$ cat config.mk
export PLATFORM = sky130hd
export DESIGN_NAME = la_sample_ctrl
export DESIGN_NICKNAME = d
export VERILOG_FILES = /design/src/rtl/la_pkg.sv /design/src/rtl/la_trig_match.sv /design/src/rtl/la_sample_ctrl.sv
export SDC_FILE = /design/constraint.sdc
export NUM_CORES = 1
export LEC_CHECK = 0
export ABC_AREA = 1
export BUFFER_PORTS_ARGS = -buffer_cell sky130_fd_sc_hd__buf_4
export CORE_MARGIN = 2
export CORE_UTILIZATION = 48
export CTS_BUF_LIST = sky130_fd_sc_hd__clkbuf_16
export CTS_CLUSTER_DIAMETER = 30
export DETAILED_ROUTE_END_ITERATION = 10
export PLACE_DENSITY_LB_ADDON = 0.3
export RECOVER_POWER = 50
export SLEW_MARGIN = 30
export SYNTH_ARGS = -nofsm -noshare
export SYNTH_HDL_FRONTEND = slang
export SYNTH_SLANG_ARGS = --single-unit
$ cat constraint.sdc
create_clock -name sys_clk -period 2.8 [get_ports sys_clk]
set_input_delay 0.14 -clock sys_clk [delete_from_list [all_inputs] [get_ports sys_clk]]
set_output_delay 0.14 -clock sys_clk [all_outputs]
set_load 0.02 [all_outputs]
$ cat src/rtl/la_pkg.sv
// Shared definitions for the logic-analyser capture path: default
// geometry, capture FSM state type and per-channel trigger mode codes.
package la_pkg;

    localparam int unsigned LA_AW    = 10;
    localparam int unsigned LA_CH    = 8;
    localparam int unsigned LA_DEPTH = 1 << LA_AW;

    typedef enum logic [2:0] {
        S_IDLE = 3'd0,
        S_PRE  = 3'd1,
        S_WAIT = 3'd2,
        S_POST = 3'd3,
        S_DONE = 3'd4
    } la_state_t;

    // Trigger mode codes; 0, 6 and 7 all mean "ignore this channel".
    localparam logic [2:0] TM_IGNORE = 3'd0;
    localparam logic [2:0] TM_LOW    = 3'd1;
    localparam logic [2:0] TM_HIGH   = 3'd2;
    localparam logic [2:0] TM_RISE   = 3'd3;
    localparam logic [2:0] TM_FALL   = 3'd4;
    localparam logic [2:0] TM_ANY    = 3'd5;

    // Single-channel trigger condition. Edge modes need a valid previous
    // sample; an ignored channel always matches so it drops out of the AND.
    function automatic logic chan_match(
        input logic [2:0] mode,
        input logic       cur,
        input logic       prev,
        input logic       prev_ok
    );
        logic m;
        case (mode)
            TM_LOW:  m = ~cur;
            TM_HIGH: m = cur;
            TM_RISE: m = prev_ok & ~prev & cur;
            TM_FALL: m = prev_ok & prev & ~cur;
            TM_ANY:  m = prev_ok & (prev ^ cur);
            default: m = 1'b1;
        endcase
        return m;
    endfunction

endpackage

$ cat src/rtl/la_trig_match.sv
// Trigger evaluator: holds the previously captured sample and compares the
// current probe word against it per channel, producing the AND-ed hit.
module la_trig_match
    import la_pkg::*;
#(
    parameter int unsigned CH = LA_CH
) (
    input  logic            sys_clk,
    input  logic            rst,
    input  logic            clear,
    input  logic            sample,
    input  logic [CH-1:0]   din,
    input  logic [3*CH-1:0] trig_mode,
    output logic            hit
);

    logic [CH-1:0] prev;
    logic          prev_ok;
    logic          prev_use;

    // An arm in this cycle makes the current sample the first of a new
    // capture, so the stored sample must not count for edge detection.
    always_comb begin
        prev_use = prev_ok & ~clear;
        hit      = 1'b1;
        for (int unsigned n = 0; n < CH; n++) begin
            if (!chan_match(trig_mode[3*n +: 3], din[n], prev[n], prev_use)) begin
                hit = 1'b0;
            end
        end
    end

    // Previous-sample register; invalidated by arm unless a sample lands too.
    always_ff @(posedge sys_clk) begin
        if (rst) begin
            prev    <= '0;
            prev_ok <= 1'b0;
        end else if (sample) begin
            prev    <= din;
            prev_ok <= 1'b1;
        end else if (clear) begin
            prev_ok <= 1'b0;
        end
    end

endmodule

$ cat src/rtl/la_sample_ctrl.sv
// Capture engine: writes sampled probe words into the display ring RAM,
// waits for a trigger after filling the pre-trigger window, then captures
// the post-trigger window and publishes the frame origin.
module la_sample_ctrl
    import la_pkg::*;
#(
    parameter int unsigned AW = LA_AW,
    parameter int unsigned CH = LA_CH
) (
    input  logic            sys_clk,
    input  logic            rst,
    input  logic            sample_en,
    input  logic [CH-1:0]   din,
    input  logic            arm,
    input  logic            force_trig,
    input  logic [3*CH-1:0] trig_mode,
    input  logic [AW-1:0]   pre_num,
    output logic [CH-1:0]   wr_data,
    output logic            wr_en,
    output logic [AW-1:0]   wr_addr,
    output logic [AW-1:0]   start_addr,
    output logic            trigger_en,
    output logic            done
);

    // pre_num is AW bits wide, so it can never exceed DEPTH-1 and the
    // min(pre_num, DEPTH-1) clamp is the identity.
    localparam logic [AW-1:0] LAST_IDX = '1;

    la_state_t     state, state_nx, st_eff;
    logic [AW-1:0] pre_q, pre_q_nx, pq_eff, post_q_eff;
    logic [AW-1:0] pre_cnt, pre_cnt_nx, pre_cnt_eff, pre_inc;
    logic [AW-1:0] post_cnt, post_cnt_nx, post_cnt_eff, post_inc;
    logic [AW-1:0] wr_ptr;
    logic [AW-1:0] start_pend, start_pend_nx;
    logic          force_pend, force_pend_nx, fp_eff;
    logic          capture;
    logic          hit;
    logic          trig_now;

    la_trig_match #(
        .CH(CH)
    ) u_match (
        .sys_clk  (sys_clk),
        .rst      (rst),
        .clear    (arm),
        .sample   (capture),
        .din      (din),
        .trig_mode(trig_mode),
        .hit      (hit)
    );

    // Next-state logic. An arm is folded in first as an "effective" state
    // so that a sample arriving in the same cycle belongs to the new capture.
    always_comb begin
        st_eff       = state;
        pq_eff       = pre_q;
        pre_cnt_eff  = pre_cnt;
        post_cnt_eff = post_cnt;
        fp_eff       = force_pend;
        if (arm) begin
            pq_eff       = pre_num;
            st_eff       = (pre_num == '0) ? S_WAIT : S_PRE;
            pre_cnt_eff  = '0;
            post_cnt_eff = '0;
            fp_eff       = 1'b0;
        end

        post_q_eff = LAST_IDX - pq_eff;
        pre_inc    = pre_cnt_eff + AW'(1);
        post_inc   = post_cnt_eff + AW'(1);
        trig_now   = hit | force_trig | fp_eff;

        state_nx      = st_eff;
        pre_q_nx      = pq_eff;
        pre_cnt_nx    = pre_cnt_eff;
        post_cnt_nx   = post_cnt_eff;
        start_pend_nx = start_pend;
        force_pend_nx = 1'b0;
        capture       = 1'b0;

        case (st_eff)
            S_PRE: begin
                if (sample_en) begin
                    capture    = 1'b1;
                    pre_cnt_nx = pre_inc;
                    if (pre_inc == pq_eff) begin
                        state_nx = S_WAIT;
                    end
                end
            end
            S_WAIT: begin
                force_pend_nx = fp_eff | force_trig;
                if (sample_en) begin
                    capture = 1'b1;
                    if (trig_now) begin
                        start_pend_nx = wr_ptr - pq_eff;
                        post_cnt_nx   = '0;
                        force_pend_nx = 1'b0;
                        state_nx      = (post_q_eff == '0) ? S_DONE : S_POST;
                    end
                end
            end
            S_POST: begin
                if (sample_en) begin
                    capture     = 1'b1;
                    post_cnt_nx = post_inc;
                    if (post_inc == post_q_eff) begin
                        state_nx = S_DONE;
                    end
                end
            end
            S_DONE: begin
                state_nx = S_IDLE;
            end
            default: begin
            end
        endcase
    end

    // FSM state, window sizes, counters and the ring write pointer.
    always_ff @(posedge sys_clk) begin
        if (rst) begin
            state      <= S_IDLE;
            pre_q      <= '0;
            pre_cnt    <= '0;
            post_cnt   <= '0;
            start_pend <= '0;
            force_pend <= 1'b0;
            wr_ptr     <= '0;
        end else begin
            state      <= state_nx;
            pre_q      <= pre_q_nx;
            pre_cnt    <= pre_cnt_nx;
            post_cnt   <= post_cnt_nx;
            start_pend <= start_pend_nx;
            force_pend <= force_pend_nx;
            if (capture) begin
                wr_ptr <= wr_ptr + AW'(1);
            end
        end
    end

    // Registered RAM write port: one cycle after a captured sample tick.
    always_ff @(posedge sys_clk) begin
        if (rst) begin
            wr_en   <= 1'b0;
            wr_data <= '0;
            wr_addr <= '0;
        end else begin
            wr_en <= capture;
            if (capture) begin
                wr_data <= din;
                wr_addr <= wr_ptr;
            end
        end
    end

    // Frame origin is published on entry to S_DONE so it is already valid
    // while done is high, and is left alone by restarts.
    always_ff @(posedge sys_clk) begin
        if (rst) begin
            start_addr <= '0;
        end else if (state_nx == S_DONE) begin
            start_addr <= start_pend_nx;
        end
    end

    assign trigger_en = (state != S_IDLE);
    assign done       = (state == S_DONE);

endmodule
[Yosys cells after proc, flatten, opt, wreduce, memory -nomap -nowiden]
Cells that the tools add are included.
Word-level totals
  register bits: 84
  output and inout bits: 31
  bits of input ports: 47
  logic and storage cells: 186
Cells by class
  reductions and logical operators: 6
  equal/unequal tests: 48
  $add $sub $neg: 5
  bitwise logic cells: 70
  mux-type cells: 45
Operators by type and width (number)
  10-bit 2-to-1 mux: 11
  3-bit equality test (second input constant): 19
  3-bit by 2-bit equality test with 1-bit output (second input constant): 18
  1-bit bitwise AND: 41
  1-bit one-hot mux with 5 select lines: 8
  10-bit by 1-bit adder with 10-bit output (second input constant): 3
  3-bit by 1-bit equality test with 1-bit output (second input constant): 9
  3-bit 2-to-1 mux: 8
  10-bit equality test: 2
  10-bit logical NOT: 2
  10-bit one-hot mux with 2 select lines: 1
  1-bit NOT: 18
  1-bit 2-to-1 mux: 15
  3-bit one-hot mux with 4 select lines: 1
  10-bit subtractor: 1
  10-bit subtractor (first input constant): 1
  1-bit bitwise XOR: 8
  1-bit bitwise OR: 3
  3-bit nonzero test: 1
  3-bit OR reduction: 1
  2-bit 2-to-1 mux: 1
  2-bit nonzero test: 1
  2-bit OR reduction: 1

[Longest topological paths before layout]
  depth after elaboration: 19
  mapped depth: 21
  gate-level depth less buffers: 19

[Modules after synthesis]
Synthesis repeated with hierarchy kept, for this count alone.
Second synthesis, totals
  cell total of the unflattened synthesis: 899
  area, all modules: 5745.5 um2
By module, submodules not included
  la_sample_ctrl: cells an instance 737, area an instance 4895.9 um2, sequential area each 1661.6 um2, times used 1
  la_trig_match: cells an instance 162, area an instance 849.6 um2, sequential area each 180.2 um2, times used 1

[Least setup slack after synthesis]
OpenSTA, ideal clock, no wires.
  path type: input to register
  from: input port arm
  to: register start_addr[8]
  data arrival time: 2.183 ns
  stages: 16
  path buffers: 2
  library setup time: 0.113 ns
  setup slack: 0.504 ns
  data required time: 2.687 ns
  cell sequence: inv_2 -> buf_6 -> buf_6 -> nand2_1 -> nand2_1 -> inv_1 -> ha_1 -> fa_1 -> o21ai_0 -> nand2_1 -> o311ai_0 -> xor2_1 -> o21ai_0 -> nand2_1 -> nand2_1 -> nor2_1
On the way
  elaborated cells between the ends (all ways): 88
  those cells by class: add/sub (4); eq/ne (7); mux (32); bitwise (44); reduce/logical (1)
RTL lines
  start: declaration: line la_sample_ctrl.sv:14  | input logic arm,
  10-bit 2-to-1 mux *: line la_sample_ctrl.sv:61  | if (arm) begin
  named net pq_eff[0]: line la_sample_ctrl.sv:31  | logic [AW-1:0] pre_q, pre_q_nx, pq_eff, post_q_eff;
  10-bit subtractor: line la_sample_ctrl.sv:69  | post_q_eff = LAST_IDX - pq_eff;
  10-bit logical NOT: line la_sample_ctrl.sv:100  | state_nx = (post_q_eff == '0) ? S_DONE : S_POST;
  3-bit 2-to-1 mux: line la_sample_ctrl.sv:100
  3-bit 2-to-1 mux: line la_sample_ctrl.sv:96  | if (trig_now) begin
  3-bit 2-to-1 mux: line la_sample_ctrl.sv:94  | if (sample_en) begin
  3-bit one-hot mux with 4 select lines: line la_sample_ctrl.sv:82  | case (st_eff)
  3-bit equality test: line la_sample_ctrl.sv:164  | end else if (state_nx == S_DONE) begin
  end signal: assignment: line la_sample_ctrl.sv:165  | start_addr <= start_pend_nx;
  end: declaration: line la_sample_ctrl.sv:21  | output logic [AW-1:0] start_addr,
The timed path passes the listed nets; every way through them passes the cells marked *.
A chain may end at the register's enable or synchronous reset.

[Worst setup path after layout]
  from: register pre_q[0]
  to: register start_addr[8]
On the way
  cells in the longest elaborated chain, start to end: 8
  elaborated cells between the ends (all ways): 18
  those cells by class: add/sub (2); eq/ne (3); mux (12); reduce/logical (1)
Ends and longest elaborated chain
  start: declaration: line la_sample_ctrl.sv:31
  start signal: assignment: line la_sample_ctrl.sv:133  | pre_q <= pre_q_nx;
  10-bit 2-to-1 mux *: line la_sample_ctrl.sv:61
  named net pq_eff[0]: line la_sample_ctrl.sv:31
  10-bit subtractor: line la_sample_ctrl.sv:69
  10-bit logical NOT: line la_sample_ctrl.sv:100
  3-bit 2-to-1 mux: line la_sample_ctrl.sv:100
  3-bit 2-to-1 mux: line la_sample_ctrl.sv:96
  3-bit 2-to-1 mux: line la_sample_ctrl.sv:94
  3-bit one-hot mux with 4 select lines: line la_sample_ctrl.sv:82
  3-bit equality test: line la_sample_ctrl.sv:164
Marks and branches as above.

==> metrics.csv <==
stage,metric,value,unit
outcome,status,"complete, no violations",
grt,global_route.overflow_total,0,
sta,tns,0,ns
yosys,yosysUniqueCellTypes,45,
placement,port_buffers,77,
die,chipWidth,111,um
setup_path,path_class,reg2reg,
yosys,synth_top_family_by_area,simple AND/OR/NAND/NOR gates,
grt,grt_max_degree,47,
sta,worst_slack,0.347,ns
clocking,cts_hold_buf,0,
yosys,synth_compound_gate_area_share,0.141,
yosys,synth_flop_cell,dfxtp_1,
final_layout,fin_util,0.561,
detailed_routing,vias,5625,
final_layout,layout-drive-gt1-share,0.103,
final_layout,synthToLayoutAreaGrowth,15.3,%
run,cap_violations,0,
yosys,synthSimpleGateAreaFrac,0.381,
detailed_routing,drtPass1Iterations,5,
yosys,ys_seq_area_frac,0.306,
yosys,synth_nets,945,
setup_path,crit_chain,inv_1 -> nand2_1 -> nand2_1 -> inv_1 -> ha_1 -> fa_1 -> o21ai_0 -> nand2_1 -> o311ai_0 -> xor2_1 -> o21ai_0 -> nand2_1 -> nand2_1 -> nor2_1,
die,chipHeight,111,um
sta,final_hold_viol_count,0,
final_layout,final_nets,1024,
detailed_routing,routed_wl,14.1,mm
sta,max_freq,408,MHz
yosys,synth_area,5490,um^2
detailed_routing,route.detailed.drc,0,
yosys,yosysWarningCount,0,
setup_path,arrival,2.70,ns
setup_path,start_kind,register,
placement,dp_hpwl,10.5,mm
power_and_ir_drop,total_power,2.96,mW
setup_path,crit_fanout,4,
placement,place_congestion,0.973,
power_and_ir_drop,p_leak,3.02,nW
grt,antenna_found_initial,0,
final_layout,diodes,0,
sta,slew_headroom,0.318,
detailed_routing,ant_nets,0,
setup_path,critPathTopFamily,adder cells,
setup_path,end_kind,register,
power_and_ir_drop,max-vdd-ir-drop,370,uV
yosys,synth_top_area_share,0.306,
sta,rsz0062_at_grt,no,
clocking,clkSinkCount,84,
clocking,path_clk_slew,0.07,ns
sta,finalSetupViolations,0,
sta,whs,0.0745,ns
yosys,synthArstFlopShare,0,
grt,grt_pass1_wl,23.9,mm
setup_path,required,3.04,ns
setup_path,cpMaxStageDelayCell,fa_1,
die,rows,39,
grt,grt_pass1_vias,5116,
setup_path,slowest_delay,0.42,ns
die,start_util,0.487,
clocking,cts-root-buf,clkbuf_16,
power_and_ir_drop,p_per_area,468,nW/um^2
yosys,syn_inst,885,
detailed_routing,dr.first_iter.drc_count,372,
yosys,syn-mean-instance-area,6.20,um^2
clocking,cts_buffers,9,
yosys,synthAdderAreaFrac,0.0310,
sta,fin_crit,2.45,ns
clocking,cts_tree,done,
clocking,ctsLongestPathBuffers,2,
die,io_pins,78,
yosys,synth_area_leader_cell,dfxtp_1,
clocking,clk_latency,0.35,ns
sta,worstMarginPinSlew,1.01,ns
clocking,cts_setup_buffers,0,
grt,grt_usage,0.238,
yosys,synth.area.mux_share,0,
yosys,synth-xor-area-share,0.0223,
detailed_routing,wl_per_cell,12.7,um
setup_path,critPathMostFrequentCell,nand2_1,
setup_path,crit_buf_inv,2,
sta,fin_crit_sh,0.876,
clocking,htree_levels,3,
die,die_area,12300,um^2
die,coreArea,11300,um^2
yosys,synth-seq-cells,84,
yosys,synth_edf_count,0,
yosys,ys_top_cells_by_area,"dfxtp_1 31%, nand2_1 16%, inv_1 8.7%",
hold_path,hold_class,in2reg,
sta,finClkSkew,0.00945,ns
clocking,ctsResizeCount,0,
placement,dp_slack,0.232,ns
detailed_routing,viasPerCell,5.06,
sta,drv_slew,0,
## routing by layer
layer | global-route usage | vias up | wire, um
met4 | 0.0883 | 0 | 366
met1 | 0.318 | 2442 | 6480
met3 | 0.0623 | 33 | 1030
met5 | 0 | - | 0
met2 | 0.373 | 168 | 6250
li1 | - | 2982 | -
## stage by stage
step / std cells / area (um^2)
2_1_floorplan: 885 / 5490
3_3_place_gp: 1096 / 6210
3_5_place_dp: 1096 / 6210
4_1_cts: 1112 / 6490
5_1_grt: 1112 / 6330
6_report: 1112 / 6330
## tightest hold or removal path, stage by stage
cell,delay (ns)
buf_4,0.09
inv_1,0.04
a21oi_1,0.11
## synth_stat cells (2+ instances only)
cell / instances
o21ai_2: 8
xor2_1: 13
nor3_2: 2
o21ai_0: 51
inv_1: 127
ha_1: 12
a211oi_1: 10
nand2_1: 241
nor2_1: 115
nand2_2: 9
buf_1: 2
a21oi_1: 51
o21ai_1: 3
nor2_2: 5
inv_2: 5
nand3_1: 54
nand4_1: 20
clkinv_1: 2
buf_6: 5
nor3_1: 13
clkbuf_1: 13
buf_2: 2
nor2_4: 2
o211ai_1: 5
nor4_1: 5
nand3b_1: 8
dfxtp_1: 84
## power breakdown
part / total [mW] / internal, mW / switching [mW] / leakage [nW]
combinational: 0.552 / 0.192 / 0.360 / 2.19
clock: 1.13 / 0.606 / 0.522 / 0.142
sequential: 1.28 / 1.25 / 0.0312 / 0.687
## path summary, 6_finish.rpt
path,slack [ns],from,end,depth (start not counted)
min reg2reg,0.46,wr_ptr[9],wr_ptr[9],2
min,0.07,din[0],u_match.prev[0],3
max,0.35,pre_q[0],start_addr[8],14
max reg2reg,0.35,pre_q[0],start_addr[8],14
## sequential cells by signal (all words and copies together) (netlist names), 3 cells and up
name          flops
u_match.prev      8
wr_addr          10
pre_q            10
wr_ptr           10
state             3
start_addr       10
pre_cnt          10
start_pend       10
post_cnt         10
## kinds of logic (layout without fill, tap and decap cells)
logic type,after synthesis,after routing
and+or+nand+nor,482,482
buffers and inverters,158,242
AOI/OAI and AO/OA,134,134
DFF,84,84
xor gates and xnor gates,14,14
adders and majority gates,13,13
## area by class of cell
cell class / count / area, um^2
clock buffers: 9 / 225
clock inverters: 7 / 48.8
fillers: 1172 / 4940
inverters: 134 / 503
multi-input cells: 643 / 3140
flip-flops and latches: 84 / 1680
well taps: 143 / 179
repair buffers: 92 / 552
## layout by cell type, fill, tap and decap left out, types with 2 or more instances in the layout
cell type / synthesis / layout
o21ai_0: 51 / 53
nor4_1: 5 / 5
nor3_1: 13 / 13
inv_6: 0 / 3
buf_4: 1 / 55
nand3b_1: 8 / 8
nor2_2: 5 / 5
o211ai_1: 5 / 5
nand2_1: 241 / 242
clkinv_2: 0 / 2
nor2_4: 2 / 2
clkinv_1: 2 / 2
nand4_1: 20 / 20
o21ai_1: 3 / 3
dfxtp_1: 84 / 84
ha_1: 12 / 12
nor3_2: 2 / 2
inv_2: 5 / 2
a211oi_1: 10 / 10
clkbuf_1: 13 / 37
clkbuf_16: 0 / 9
nand3_1: 54 / 54
a21oi_1: 51 / 52
nor2_1: 115 / 115
nand2_2: 9 / 8
xor2_1: 13 / 13
o21ai_2: 8 / 6
inv_1: 127 / 131
No activity file was read; power rests on OpenSTA's default activity.
